### config.mk
export PLATFORM = sky130hd
export DESIGN_NAME = rc5_block_scheduler_flat
export DESIGN_NICKNAME = d
export VERILOG_FILES = /design/src/rtl/rc5_block_scheduler_pkg.sv /design/src/rtl/rc5_block_scheduler_if.sv /design/src/rtl/rc5_block_scheduler_timeout_counter.sv /design/src/rtl/rc5_block_scheduler.sv /design/src/flat_wrapper.sv
export SDC_FILE = /design/constraint.sdc
export NUM_CORES = 1
export LEC_CHECK = 0
export ABC_AREA = 1
export ABC_CLOCK_PERIOD_IN_PS = 6680
export BUFFER_PORTS_ARGS = -buffer_cell sky130_fd_sc_hd__buf_4
export CORE_MARGIN = 3
export CORE_UTILIZATION = 47
export DETAILED_ROUTE_END_ITERATION = 10
export PLACE_DENSITY_LB_ADDON = 0.15
export SYNTH_ARGS = -nofsm -noshare
export SYNTH_HDL_FRONTEND = slang
export SYNTH_SLANG_ARGS = --single-unit
### constraint.sdc
create_clock -name clk -period 6.68 [get_ports clk]
set_clock_uncertainty 0.2 [all_clocks]
set_input_delay 0.668 -clock clk [delete_from_list [all_inputs] [get_ports clk]]
set_output_delay 0.668 -clock clk [all_outputs]
set_load 0.005 [all_outputs]
### src/rtl/rc5_block_scheduler_pkg.sv
// Shared types and defaults for the RC5 block scheduler: FSM state encoding,
// default parameter values and the derived timeout-counter width.
package rc5_sched_pkg;

   localparam int DEF_W       = 32;
   localparam int DEF_R       = 12;
   localparam int DEF_TIMEOUT = 256;
   localparam int DEF_CNT_W   = 16;

   typedef enum logic [1:0] {
      IDLE    = 2'd0,
      RUN     = 2'd1,
      RELEASE = 2'd2,
      ERROR   = 2'd3
   } sched_state_e;

   // Wide enough to hold the value TIMEOUT itself.
   function automatic int tmo_width(input int timeout);
      return $clog2(timeout + 1);
   endfunction

endpackage

### src/rtl/rc5_block_scheduler_if.sv
// Host block stream, engine handshake and status signals of the RC5 block
// scheduler. The scheduler connects through the slave modport.
interface rc5_block_scheduler_if
   import rc5_sched_pkg::*;
#(
   parameter int W     = DEF_W,
   parameter int CNT_W = DEF_CNT_W
);
   logic             iKeyReady;
   logic             iValid;
   logic [W-1:0]     iA;
   logic [W-1:0]     iB;
   logic             oReady;
   logic             oValid;
   logic [W-1:0]     oA;
   logic [W-1:0]     oB;
   logic             iReady;
   logic             oStart;
   logic [W-1:0]     oA_eng;
   logic [W-1:0]     oB_eng;
   logic [W-1:0]     iA_eng;
   logic [W-1:0]     iB_eng;
   logic             iDone;
   logic             oErr;
   logic             iClrErr;
   logic             oAbort;
   logic [CNT_W-1:0] oBlockCount;

   modport slave (
      input  iKeyReady, iValid, iA, iB, iReady, iA_eng, iB_eng, iDone, iClrErr,
      output oReady, oValid, oA, oB, oStart, oA_eng, oB_eng, oErr, oAbort, oBlockCount
   );

   modport master (
      output iKeyReady, iValid, iA, iB, iReady, iA_eng, iB_eng, iDone, iClrErr,
      input  oReady, oValid, oA, oB, oStart, oA_eng, oB_eng, oErr, oAbort, oBlockCount
   );

endinterface

### src/rtl/rc5_block_scheduler_timeout_counter.sv
// RUN-cycle watchdog: cleared on block accept, counts while enabled, holds
// while disabled; hit_o flags the cycle in which the count reaches TIMEOUT.
module rc5_timeout_counter
   import rc5_sched_pkg::*;
#(
   parameter int TIMEOUT = DEF_TIMEOUT,
   parameter int TW      = tmo_width(TIMEOUT)
) (
   input  logic clk,
   input  logic rst,
   input  logic clr_i,
   input  logic en_i,
   output logic hit_o
);
   localparam logic [TW-1:0] LAST = TW'(TIMEOUT - 1);

   logic [TW-1:0] count_q;
   logic [TW-1:0] count_d;

   assign hit_o = en_i && (count_q == LAST);

   always_comb begin
      count_d = count_q;
      if (clr_i) begin
         count_d = '0;
      end else if (en_i) begin
         count_d = count_q + TW'(1);
      end
   end

   always_ff @(posedge clk or posedge rst) begin
      if (rst) begin
         count_q <= '0;
      end else begin
         count_q <= count_d;
      end
   end

endmodule

### src/rtl/rc5_block_scheduler.sv
// Feeds plaintext blocks to a single RC5 engine one at a time, holds the
// engine start level while it runs and captures its result into an output register.
module rc5_block_scheduler
   import rc5_sched_pkg::*;
#(
   parameter int W       = DEF_W,
   parameter int R       = DEF_R,
   parameter int TIMEOUT = DEF_TIMEOUT,
   parameter int CNT_W   = DEF_CNT_W
) (
   input  logic                  clk,
   input  logic                  rst,
   rc5_block_scheduler_if.slave  bus
);
   if (R < 1 || TIMEOUT < 1 || W < 1 || CNT_W < 1) begin : g_param_check
      $fatal(1, "rc5_block_scheduler: invalid parameters");
   end

   sched_state_e     state_q;
   logic             start_q;
   logic             valid_q;
   logic [W-1:0]     a_q;
   logic [W-1:0]     b_q;
   logic [W-1:0]     a_eng_q;
   logic [W-1:0]     b_eng_q;
   logic             err_q;
   logic             abort_q;
   logic [CNT_W-1:0] count_q;

   logic ready;
   logic accept;
   logic can_capture;
   logic tmo_en;
   logic tmo_hit;

   assign ready       = (state_q == IDLE) && bus.iKeyReady && !err_q;
   assign accept      = ready && bus.iValid;
   assign can_capture = !valid_q || bus.iReady;
   // A done engine waiting on a full output register must not time out.
   assign tmo_en      = (state_q == RUN) && !bus.iDone;

   rc5_timeout_counter #(.TIMEOUT(TIMEOUT)) u_timeout (
      .clk   (clk),
      .rst   (rst),
      .clr_i (accept),
      .en_i  (tmo_en),
      .hit_o (tmo_hit)
   );

   always_ff @(posedge clk or posedge rst) begin
      if (rst) begin
         state_q <= IDLE;
         start_q <= 1'b0;
         valid_q <= 1'b0;
         a_q     <= '0;
         b_q     <= '0;
         a_eng_q <= '0;
         b_eng_q <= '0;
         err_q   <= 1'b0;
         abort_q <= 1'b0;
         count_q <= '0;
      end else begin
         abort_q <= 1'b0;
         if (valid_q && bus.iReady) begin
            valid_q <= 1'b0;
         end
         case (state_q)
            IDLE: begin
               if (accept) begin
                  a_eng_q <= bus.iA;
                  b_eng_q <= bus.iB;
                  start_q <= 1'b1;
                  state_q <= RUN;
               end
            end
            RUN: begin
               // Losing the key outranks a result arriving in the same cycle.
               if (!bus.iKeyReady) begin
                  start_q <= 1'b0;
                  abort_q <= 1'b1;
                  state_q <= RELEASE;
               end else if (bus.iDone && can_capture) begin
                  a_q     <= bus.iA_eng;
                  b_q     <= bus.iB_eng;
                  valid_q <= 1'b1;
                  count_q <= count_q + CNT_W'(1);
                  start_q <= 1'b0;
                  state_q <= RELEASE;
               end else if (tmo_hit) begin
                  start_q <= 1'b0;
                  err_q   <= 1'b1;
                  state_q <= ERROR;
               end
            end
            RELEASE: begin
               state_q <= IDLE;
            end
            ERROR: begin
               if (bus.iClrErr) begin
                  err_q   <= 1'b0;
                  state_q <= IDLE;
               end
            end
            default: begin
               state_q <= IDLE;
            end
         endcase
      end
   end

   assign bus.oReady      = ready;
   assign bus.oValid      = valid_q;
   assign bus.oA          = a_q;
   assign bus.oB          = b_q;
   assign bus.oStart      = start_q;
   assign bus.oA_eng      = a_eng_q;
   assign bus.oB_eng      = b_eng_q;
   assign bus.oErr        = err_q;
   assign bus.oAbort      = abort_q;
   assign bus.oBlockCount = count_q;

endmodule

### src/flat_wrapper.sv
// flat-port wrapper written by rule: the top's interface ports become plain ports
module rc5_block_scheduler_flat import rc5_sched_pkg::*;
#(
   parameter int W       = DEF_W,
   parameter int R       = DEF_R,
   parameter int TIMEOUT = DEF_TIMEOUT,
   parameter int CNT_W   = DEF_CNT_W
)
  (clk, rst, bus_iKeyReady, bus_iValid, bus_iA, bus_iB, bus_iReady, bus_iA_eng, bus_iB_eng, bus_iDone, bus_iClrErr, bus_oReady, bus_oValid, bus_oA, bus_oB, bus_oStart, bus_oA_eng, bus_oB_eng, bus_oErr, bus_oAbort, bus_oBlockCount);
  rc5_block_scheduler_if #(.W(W), .CNT_W(CNT_W)) bus_i ();
  input  logic clk;
  input  logic rst;
  input wire logic [$bits(bus_i.iKeyReady)-1:0] bus_iKeyReady;
  input wire logic [$bits(bus_i.iValid)-1:0] bus_iValid;
  input wire logic [$bits(bus_i.iA)-1:0] bus_iA;
  input wire logic [$bits(bus_i.iB)-1:0] bus_iB;
  input wire logic [$bits(bus_i.iReady)-1:0] bus_iReady;
  input wire logic [$bits(bus_i.iA_eng)-1:0] bus_iA_eng;
  input wire logic [$bits(bus_i.iB_eng)-1:0] bus_iB_eng;
  input wire logic [$bits(bus_i.iDone)-1:0] bus_iDone;
  input wire logic [$bits(bus_i.iClrErr)-1:0] bus_iClrErr;
  output wire logic [$bits(bus_i.oReady)-1:0] bus_oReady;
  output wire logic [$bits(bus_i.oValid)-1:0] bus_oValid;
  output wire logic [$bits(bus_i.oA)-1:0] bus_oA;
  output wire logic [$bits(bus_i.oB)-1:0] bus_oB;
  output wire logic [$bits(bus_i.oStart)-1:0] bus_oStart;
  output wire logic [$bits(bus_i.oA_eng)-1:0] bus_oA_eng;
  output wire logic [$bits(bus_i.oB_eng)-1:0] bus_oB_eng;
  output wire logic [$bits(bus_i.oErr)-1:0] bus_oErr;
  output wire logic [$bits(bus_i.oAbort)-1:0] bus_oAbort;
  output wire logic [$bits(bus_i.oBlockCount)-1:0] bus_oBlockCount;
  assign bus_i.iKeyReady = bus_iKeyReady;
  assign bus_i.iValid = bus_iValid;
  assign bus_i.iA = bus_iA;
  assign bus_i.iB = bus_iB;
  assign bus_i.iReady = bus_iReady;
  assign bus_i.iA_eng = bus_iA_eng;
  assign bus_i.iB_eng = bus_iB_eng;
  assign bus_i.iDone = bus_iDone;
  assign bus_i.iClrErr = bus_iClrErr;
  assign bus_oReady = bus_i.oReady;
  assign bus_oValid = bus_i.oValid;
  assign bus_oA = bus_i.oA;
  assign bus_oB = bus_i.oB;
  assign bus_oStart = bus_i.oStart;
  assign bus_oA_eng = bus_i.oA_eng;
  assign bus_oB_eng = bus_i.oB_eng;
  assign bus_oErr = bus_i.oErr;
  assign bus_oAbort = bus_i.oAbort;
  assign bus_oBlockCount = bus_i.oBlockCount;
  rc5_block_scheduler #(.W(W), .R(R), .TIMEOUT(TIMEOUT), .CNT_W(CNT_W)) u_core (.clk(clk), .rst(rst), .bus(bus_i));
endmodule
Word-level counts from Yosys, hierarchy flattened:

Index checks and enable logic that the tools add are counted.

* flip-flop bits (word level): 159
* logic and storage cells: 67

* $add $sub $neg: 2
* equal/unequal tests: 10
* mux-type cells: 24
* reduce and logical (&&, ||, !) cells: 20

Operator list (number)
* 2-to-1 mux 9 bit: 2
* adder 16 x 1 -> 16 bit, second input constant: 1
* 2-to-1 mux 1 bit: 14
* 2-to-1 mux 2 bit: 5
* adder 9 x 1 -> 9 bit, second input constant: 1
* == test 9 x 8 -> 1 bit, second input constant: 1
* AND reduction 3 bit: 3
* case mux 2 bit (4 select lines): 1
* logical AND 1 bit: 7
* inequality test 2 bit, second input constant: 3
* nonzero test 2 bit: 3
* AND reduction 5 bit: 1
* == test 2 bit, second input constant: 2
* inequality test 2 x 1 -> 1 bit, second input constant: 2
* inequality test 4 x 3 -> 1 bit, second input constant: 1
* case mux 1 bit (2 select lines): 2
* zero test 1 bit: 3
* == test 2 x 1 -> 1 bit, second input constant: 1
* zero test 2 bit: 1
* AND reduction 2 bit: 1
* logical OR 1 bit: 1

Depth between registers and ports, before layout:

* word-level depth: 7
* gate-level depth with buffers: 11
* gate-level depth less buffers: 11

Cells and area by module:

A second synthesis with hierarchy kept.

* cell total of the unflattened synthesis: 765
* area total of the unflattened synthesis: 6508.7 um^2

By module, submodules not included
* rc5_block_scheduler: instances 1, cells an instance 695, area an instance 5994.5 um^2, seq. area each 3753.6 um^2
* rc5_timeout_counter: instances 1, cells an instance 70, area an instance 514.2 um^2, seq. area each 225.2 um^2

Worst setup path before layout:

OpenSTA, ideal clock, no wires.

* kind: register -> register
* start: register u_core.u_timeout.count_q[0]
* end: register u_core.start_q (netlist: u_core.bus.oStart)
* setup time: 0.130 ns
* arrival: 1.403 ns
* data required time: 6.350 ns
* slack: 4.948 ns
* stages on the path, launching flop included: 12
* cell sequence: dfrtp_1 ha_1 nand2_1 nor3_1 nand2_1 nor2_1 ha_1 nand2_1 nand4_1 nand2_1 nand2_1 nand2_1

* word-level cells in the longest chain between the ends: 4

RTL lines
* from (decl): RTL line rc5_block_scheduler_timeout_counter.sv:17 `logic [TW-1:0] count_q;`
* from (signal assigned): RTL line rc5_block_scheduler_timeout_counter.sv:35 `count_q <= count_d;`
* == test 9 x 8 -> 1 bit: RTL line rc5_block_scheduler_timeout_counter.sv:20 `assign hit_o = en_i && (count_q == LAST);`
* logical AND 1 bit: RTL line rc5_block_scheduler_timeout_counter.sv:20
* inequality test 4 x 3 -> 1 bit (no line)
* AND reduction 3 bit (no line)
* to (signal assigned): RTL line rc5_block_scheduler.sv:53 `start_q <= 1'b0;`
* to (signal assigned): RTL line rc5_block_scheduler.sv:72 `start_q <= 1'b1;`
* to (signal assigned): RTL line rc5_block_scheduler.sv:79 `start_q <= 1'b0;`
* to (decl): RTL line rc5_block_scheduler.sv:20 `logic start_q;`

No other way between the ends.
A chain may end at the register's enable or synchronous reset.

Final worst setup path:

* start: register u_core.state_q[1]
* end: register u_core.b_eng_q[19] (netlist: u_core.bus.oB_eng[19])

* word-level cells in the longest chain between the ends: 5

RTL lines
* from (decl): RTL line rc5_block_scheduler.sv:19 `sched_state_e state_q;`
* from (signal assigned): RTL line rc5_block_scheduler.sv:52 `state_q <= IDLE;`
* from (signal assigned): RTL line rc5_block_scheduler.sv:73 `state_q <= RUN;`
* from (signal assigned): RTL line rc5_block_scheduler.sv:81 `state_q <= RELEASE;`
* zero test 2 bit (*): RTL line rc5_block_scheduler.sv:36, rc5_block_scheduler.sv:67
* logical AND 1 bit (2 in series): RTL line rc5_block_scheduler.sv:36 `assign ready = (state_q == IDLE) && bus.iKeyReady && !err_q;`
* logical AND 1 bit: RTL line rc5_block_scheduler.sv:37 `assign accept = ready && bus.iValid;`
* AND reduction 2 bit (no line) (*)
* to (signal assigned): RTL line rc5_block_scheduler.sv:71 `b_eng_q <= bus.iB;`
* to (decl): RTL line rc5_block_scheduler.sv:25 `logic [W-1:0] b_eng_q;`

Mark *: on every way between the ends. The rest lies on a longest branch, timed or not.

==> impl_metrics.toml <==
[sta]
worstMarginPinSlew_ps = 1110
setup_tns_ps = 0
hold_violations_final = 0
setup_failing_eps_final = 0
whs_ps = 171
timing_max_transition_violations_final = 0
post-route-min-period_ps = 2740
postLayoutSetupSlackWorst_ps = 3940
rsz0062_at_grt = "false"
timing.final.crit_share = 0.411
maxClockFrequency_mhz = 364
slew_headroom = 0.258

[critical_path]
rr_endpoint = "u_core.bus.oB_eng[19]"
depth_of_the_worst_register_to_register_path = 7
cp_cell_sequence = "inv_2 -> nand3_2 -> nor2_4 -> nand2_4 -> inv_2 -> nand2_1 -> nand2_1"
worstPathArrival_ps = 2900
worst-r2r-setup-slack_ps = 3940
r2r-start = "u_core.state_q[1]"
path_class = "flop to flop"
kind_of_start_point_of_the_critical_path = "flop"
cp_data_required_time_ps = 6840
cell_with_the_biggest_individual_delay_on_the_critical_path = "inv_2"
critPathMaxFanout = 73
end_kind = "flop"
cpPeakStageDelay_ps = 1000

[final_layout]
layout-drive-gt1-share = 0.322
count_of_antenna_diodes_in_the_layout = 0
final_core_util = 0.690
finish.instance_area_mm2 = 0.00917
areaGrowthSynthToFinish_pct = 42.7
design.final.nets = 1154

[clock_network]
root_buffer_cell = "clkbuf_16"
postCtsSetupRepairBufs = 0
cts_inserted_buffers = 17
tritoncts = "built"
clock_path_buffers = 2
tritoncts_num_sinks = 159
postCtsHoldBufs = 0
postCtsResizedCells = 0
cts.reportedPaths.clkPinSlew_ps = 70
cts.htree.levels = 4
clkLatencyLatePin_ps = 420

[detailed_routing]
routedWlPerCell_um = 14.4
drt-initial-drc-count = 335
drcViolationCount = 0
drtPass1Iterations = 4
wl_mm = 17.3
vias = 5643
avgViaCountPerCell = 4.68
detail-route-antenna-nets = 0

[yosys]
synth_enable_flop_cells = 0
synth_area_leaders = "dfrtp_1 (62%), nand2_1 (26%), nor2_1 (1.5%), buf_6 (1.2%), inv_1 (1.2%)"
synth_area_leader_cell = "dfrtp_1"
synthesis.area_mm2 = 0.00642
synth_seq_area_share = 0.619
mappedNetlistNets = 879
synthArstFlopShare = 1.00
synth_common_cells = "nand2_1 (443), dfrtp_1 (159), nor2_1 (26), inv_1 (20), clkbuf_1 (11)"
synthMostInstantiatedCell = "nand2_1"
synth_top_flop_cell = "dfrtp_1"
yosys.cell_types.count = 26
synth_warnings = 0
synth_area_per_cell_um2 = 8.67
yosys.area.top_type_share = 0.619
syn_inst = 741
synth-seq-cells = 159

[place]
place_congestion = 0.810
number_of_buffer_cells_added_on_primary_ports = 283
place.detailed.hpwl_mm = 12.1
postPlaceCellArea_mm2 = 0.00861
pre_cts_ws_ps = 3650

[power_and_ir_drop]
p_clk_frac = 0.238
switching_power_mw = 1.23
comb_power_share = 0.339
p_sw_frac = 0.324
worst_vdd_rail_ir_drop_mv = 0.234
leak_pwr_nw = 5.14
intPower_mw = 2.57
power.sequential.fraction = 0.423
power.density_mw_per_mm2 = 415

[worst_hold_path]
hold_path_class = "primary input to asynchronous set/reset pin"

[die]
die_height_um = 123
core.rowCount = 42
initial_util = 0.483
dieArea_mm2 = 0.0151
design.core.area_mm2 = 0.0133
floorplan.io_pins = 284
fp.dieW_um = 123

[global_route]
grt_pass1_wl_mm = 26.9
globalRouteOverflowTotal = 0
largest_net_degree_at_the_start_of_global_routing = 86
antenna_violations_before_repair = 0
globalRouteTotalUtil = 0.229
first_global_vias = 5356

[run_status]
status = "finished, final reports clean"

[run]
maxCapViolCount = 0
-- placed cells by master (no fill, tap or decap), types with 2 or more instances in the layout --
master	instances
o21ai_0	7
nor2_4	2
nand3b_1	2
inv_6	3
nand3_1	10
xor2_1	5
ha_1	3
nand2_4	2
clkbuf_16	17
nand2_2	3
nor2_2	2
clkbuf_8	4
clkinv_2	2
nand2_1	443
inv_2	4
nand4_1	5
clkinvlp_4	6
dfrtp_1	159
a21oi_1	5
nor3_1	6
buf_4	284
inv_1	19
nor2_1	26
xnor2_1	5
-- layout make-up --
class / count / area [um^2]
clock buffers: 21 / 480
multi-input cells: 530 / 2180
flip-flops and latches: 159 / 3980
repair buffers: 284 / 2130
fillers: 1130 / 4130
inverters: 24 / 95.1
clock inverters: 11 / 81.3
well taps: 176 / 220
-- kinds of logic after synthesis --
logic type                 after synthesis  share of synthesized area
DFF                                    159                      0.619
adders and majority gates                3                    0.00584
and+or+nand+nor                        503                      0.308
AOI/OAI and AO/OA                       14                     0.0115
xor gates and xnor gates                10                     0.0136
buffers and inverters                   52                     0.0413
-- worst max-delay path, delay by kind of cell (launching register included) --
family / cells / cell delay [ps]
buffers and inverters: 2 / 1100
AND/OR/NAND/NOR: 5 / 880
flip-flops: 1 / 420
-- power by group through the flow --
stage	sequential (mW)	clock (mW)	combinational, mW
2_1_floorplan	1.62	0	0.491
3_3_place_gp	1.60	0	1.28
3_5_place_dp	1.60	0	1.32
4_1_cts	1.61	0.925	1.31
5_1_grt	1.66	0.973	1.45
6_report	1.61	0.908	1.29
-- through the flow --
stage	power, mW	std cells
after floorplan	2.11	741
final	3.81	1205
after CTS	3.85	1205
after global routing	4.09	1205
after global placement	2.89	1173
after detailed placement	2.92	1173
-- worst max path at each step --
stage | start | end | cells past startpoint
after CTS | u_core.state_q[1] | u_core.bus.oA[23] | 7
final | u_core.state_q[1] | u_core.bus.oB_eng[19] | 7
after global routing | u_core.state_q[1] | u_core.bus.oA[19] | 7
after global placement | bus_iKeyReady | u_core.bus.oB_eng[23] | 7
after floorplan | rst | u_core.bus.oA[0] | 1
after detailed placement | bus_iKeyReady | u_core.bus.oB_eng[19] | 7
-- registers in the layout, indices dropped and copies added (netlist names) --
signal,count
u_core.bus.oErr,1
u_core.bus.oA,32
u_core.bus.oB_eng,32
u_core.u_timeout.count_q,9
u_core.bus.oA_eng,32
u_core.state_q,2
u_core.bus.oStart,1
u_core.bus.oValid,1
u_core.bus.oB,32
u_core.bus.oBlockCount,16
u_core.bus.oAbort,1
-- routing by layer --
metal,up-vias,track usage,wire length [um]
li1,2797,-,-
met1,2608,0.293,6930
met2,220,0.357,8360
met3,18,0.0929,1690
met4,0,0.0749,334
met5,-,0,0
No activity file was read; power rests on OpenSTA's default activity.
